[config.mk]
export PLATFORM = sky130hd
export DESIGN_NAME = rf_riscv_sb
export DESIGN_NICKNAME = d
export VERILOG_FILES = /design/src/rtl/rf_riscv_sb.sv
export SDC_FILE = /design/constraint.sdc
export NUM_CORES = 2
export LEC_CHECK = 0
export CORE_ASPECT_RATIO = 0.5
export CORE_MARGIN = 4
export CORE_UTILIZATION = 35
export CTS_CLUSTER_DIAMETER = 200
export DETAILED_ROUTE_END_ITERATION = 10
export SKIP_LAST_GASP = 1
export SYNTH_ARGS = -nofsm -noshare
export SYNTH_HDL_FRONTEND = slang
export SYNTH_SLANG_ARGS = --single-unit
[constraint.sdc]
create_clock -name clk_i -period 2.61 [get_ports clk_i]
set_clock_uncertainty 0.1 [all_clocks]
set_input_delay 0.522 -clock clk_i [delete_from_list [all_inputs] [get_ports clk_i]]
set_output_delay 0.522 -clock clk_i [all_outputs]
set_load 0.01 [all_outputs]
[src/rtl/rf_riscv_sb.sv]
// RISC-V integer register file with per-register write-pending scoreboard.
// Optional same-cycle write-through to the read ports when RF_BYPASS_EN is defined.
module rf_riscv_sb #(
  parameter int XLEN     = 32,
  parameter int NREGS    = 32,
  parameter int NREAD    = 2,
  parameter int ZERO_REG = 1
) (
  input  logic                         clk_i,
  input  logic                         rst_ni,
  input  logic                         write_enable_i,
  input  logic [$clog2(NREGS)-1:0]     write_addr_i,
  input  logic [XLEN-1:0]              write_data_i,
  input  logic [NREAD*$clog2(NREGS)-1:0] read_addr_i,
  output logic [NREAD*XLEN-1:0]        read_data_o,
  output logic [NREAD-1:0]             read_busy_o,
  input  logic                         reserve_i,
  input  logic [$clog2(NREGS)-1:0]     reserve_addr_i,
  output logic [NREGS-1:0]             busy_vec_o,
  output logic                         any_busy_o
);

  localparam int AW = $clog2(NREGS);

  logic [XLEN-1:0]  r_regs [NREGS];
  logic [NREGS-1:0] r_busy;

  logic             w_wr_ok;
  logic             w_res_ok;
  logic [NREGS-1:0] w_set;
  logic [NREGS-1:0] w_clr;
  logic [AW-1:0]    w_ra [NREAD];

  always_comb begin
    w_wr_ok  = write_enable_i && !((ZERO_REG != 0) && (write_addr_i == '0));
    w_res_ok = reserve_i && !((ZERO_REG != 0) && (reserve_addr_i == '0));
    w_set    = w_res_ok ? (NREGS'(1) << reserve_addr_i) : '0;
    w_clr    = w_wr_ok ? (NREGS'(1) << write_addr_i) : '0;
  end

  always_ff @(posedge clk_i or negedge rst_ni) begin
    if (!rst_ni) begin
      for (int unsigned i = 0; i < NREGS; i++) r_regs[i] <= '0;
      r_busy <= '0;
    end else begin
      if (w_wr_ok) r_regs[write_addr_i] <= write_data_i;
      // A new reservation wins over the release from an older producer.
      r_busy <= w_set | (r_busy & ~w_clr);
    end
  end

  always_comb begin
    read_data_o = '0;
    read_busy_o = '0;
    for (int unsigned k = 0; k < NREAD; k++) begin
      w_ra[k] = read_addr_i[k*AW +: AW];
      if ((ZERO_REG != 0) && (w_ra[k] == '0)) begin
        read_data_o[k*XLEN +: XLEN] = '0;
        read_busy_o[k]              = 1'b0;
      end else begin
        read_data_o[k*XLEN +: XLEN] = r_regs[w_ra[k]];
        read_busy_o[k]              = r_busy[w_ra[k]];
`ifdef RF_BYPASS_EN
        // Gated by rst_ni so reads stay 0 while reset is held.
        if (rst_ni && w_wr_ok && (write_addr_i == w_ra[k])) begin
          read_data_o[k*XLEN +: XLEN] = write_data_i;
          read_busy_o[k]              = 1'b0;
        end
`endif
      end
    end
  end

  assign busy_vec_o = r_busy;
  assign any_busy_o = |r_busy;

endmodule

==> flow_summary.json <==
{
  "avgSynthCellArea_um2": 14.9,
  "synth_top_family_by_area": "multiplexers",
  "path_buf_inv": 3,
  "num-fill-cells": 13600,
  "nets": 4522,
  "num_vias": 40600,
  "syn_nets": 3837,
  "status": "finished, violations left",
  "grt_max_degree": 90,
  "synthXorXnorAreaFrac_pct": 0,
  "std_cell_rows": 103,
  "grt_pass1_vias": 42200,
  "crit_path_frequent_cell": "buf_6",
  "fin_ws_ps": -607,
  "max_freq_ghz": 0.311,
  "synth_mux_area_share_pct": 42.1,
  "slew_violations": 0,
  "synthTopCellsByArea": "dfrtp_1 (47%), mux2_2 (21%), mux4_2 (18%), mux2i_1 (2.3%), buf_2 (1.5%)",
  "multi_input_area_um2": 30300,
  "reg2reg_from": "r_regs[772]",
  "ys_ff_latch": 1056,
  "first_iter_violations": 4222,
  "fin_cells": 6710,
  "violations": "negative setup slack",
  "antenna_found_initial": 12,
  "path_class": "flop to output port",
  "antenna_left": 0,
  "tritoncts": "yes",
  "syn_to_final_growth_pct": 31.4,
  "setup_viol": 67,
  "finalCritPeriodShare_pct": 123,
  "grt_pass1_wl_um": 310000,
  "overflow": 0,
  "r2r_slack_ps": 1510,
  "numClockSinks": 1056,
  "grt_usage_pct": 25.2,
  "drc_errors": 0,
  "critPathTopFamily": "multiplexers",
  "synth_cells": 3781,
  "critPathMaxFanout": 2,
  "io_buffers": 154,
  "synth_edf_count": 0,
  "hold_path.class": "input pin to asynchronous set/reset pin",
  "cp-start-kind": "flop",
  "r2r_cells": 3,
  "synth.distinct_cells": 40,
  "wire_per_inst_um": 32.3,
  "crit_required_ps": 1990,
  "drtPass1Iterations": 5,
  "placed_cells": 6412,
  "cp-end-kind": "output port",
  "synth_ff_type": "dfrtp_1",
  "power_w": 0.0526,
  "dieWidth_um": 576,
  "synth_common_cells": "dfrtp_1 (1056), mux2_2 (1040), mux4_2 (462), clkbuf_1 (219), buf_2 (173)",
  "finalHoldViolCount": 0,
  "ir_worst_vdd_mv": 0.562,
  "initial_core_util_pct": 35.5,
  "utilization_pct": 46.6,
  "clock-root-buffer": "clkbuf_16",
  "cp_data_arrival_time_ps": 2590,
  "routabilityCongestion": 0.901,
  "synth_compound_area_share_pct": 5.30,
  "ys_warn_count": 0,
  "die-area_um2": 168000,
  "register_area_um2": 26400,
  "place_ws_ps": -1690,
  "chipHeight_um": 292,
  "synth_largest_area_cell": "dfrtp_1",
  "seq_area_frac_synth_pct": 46.9,
  "async_flop_share_pct": 100,
  "power.leakage_nw": 32.0,
  "synth-simple-area-share_pct": 1.98,
  "max-clock-path-buffers": 3,
  "cts_buffers": 108,
  "vias_per_cell": 6.06,
  "synth_fa_ha_area_share_pct": 0,
  "maxCapViolations": 0,
  "power_density_nw_per_um2": 710,
  "synth_most_common_cell": "dfrtp_1",
  "max_stage_delay_ps": 470,
  "yosys.area.top_type_share_pct": 46.9,
  "rsz0062_at_grt": "true",
  "wl_um": 217000,
  "syn_area_um2": 56400,
  "drive_gt1_share_pct": 65.3,
  "worst_path_max_delay_cell": "mux4_2",
  "slew_headroom_pct": 52.8,
  "insertion_delay_ps": 740,
  "fp.coreArea_um2": 159000,
  "cts_max_level": 3,
  "tns_ps": -28030,
  "fin_crit_ps": 3220,
  "reg2reg_to": "r_regs[772]",
  "io_pins": 155,
  "dp_hpwl_um": 142000,
  "worstMarginPinSlew_ps": 708,
  "clk_pin_slew_ps": 70,
  "path_cells": "buf_6 > mux4_2 > mux2_4 > o21ai_4 > a311oi_2 > buf_4 > buf_6"
}
[how the worst max path moves through the flow]
stage,cells past startpoint,to,from,slack (ps)
5_1_grt,7,read_data_o[38],r_regs[518],-660
3_5_place_dp,8,read_data_o[48],read_addr_i[6],-1690
6_report,7,read_data_o[38],r_regs[518],-610
3_3_place_gp,10,read_data_o[14],read_addr_i[0],-1680
2_1_floorplan,7,read_data_o[12],read_addr_i[0],30
4_1_cts,7,read_data_o[38],r_regs[518],-640
[final cells by class]
type	instances	area share (%)
Timing Repair Buffer	1019	14.5
Clock inverter	46	0.850
Multi-Input combinational cell	2275	40.9
Antenna cell	4	0.0135
Inverter	6	0.0372
Sequential cell	1056	35.7
Tap cell	2152	3.64
Clock buffer	152	4.39
[per-stage QoR]
stage               hold slack [ps]  cell area (µm²)
finish                          298            74100
global route                    289            74100
CTS                             270            72400
detailed placement              283            66600
global placement                277            66600
floorplan                       126            56400
[power by group]
part / leakage (nW) / switching [W] / internal (W)
registers: 13.5 / 0.00246 / 0.0195
logic: 16.6 / 0.00549 / 0.00805
clock network: 1.92 / 0.00707 / 0.0100
[timing repair]
item                                    4_1_cts  5_1_grt
cloned                                        2        4
gates resized for setup                     690      225
setup buffers                                45       78
pin swaps                                    80       88
endpoints found under the setup margin       67       68
hold buffers                                  1        0
endpoints found under the hold margin        30        0
[sequential cells by signal (all words and copies together), names as in the netlist]
name and count:
busy_vec_o 32, r_regs 1024
[worst register-to-register path: cells and delay by family (launching register included)]
| family | cells | cell delay (ps) |
|---|---|---|
| buffers and inverters | 2 | 240 |
| flip-flops | 1 | 400 |
| multiplexers | 1 | 250 |
[routing by layer]
metal	vias to the layer above	part of all wire [%]	global-route usage, %
met5	-	0.016	0
met4	6	4.7	9.94
met3	540	9.5	6.82
met2	2073	44	37.9
met1	21900	42	34.7
li1	16100	-	-
[cells in the final DEF, fill, tap and decap left out, drive strengths merged, types with 7 or more instances in the layout]
cell	count
a211oi	66
clkbuf	156
mux2	1058
clkinv	21
dfrtp	1056
mux2i	132
a22o	11
nor4	9
bufinv	14
nor2b	74
nor3	7
nor2	22
o2111ai	17
o21ai	145
a221oi	49
clkdlybuf4s50	76
nand2	52
mux4	462
a311oi	66
nand2b	10
a22oi	66
inv	11
buf	938
[cell families after synthesis]
group           Yosys count
mux                    1652
flops                  1056
buf+inv                 450
compound gates          422
simple gates            201
No activity file was read; power rests on OpenSTA's default activity.
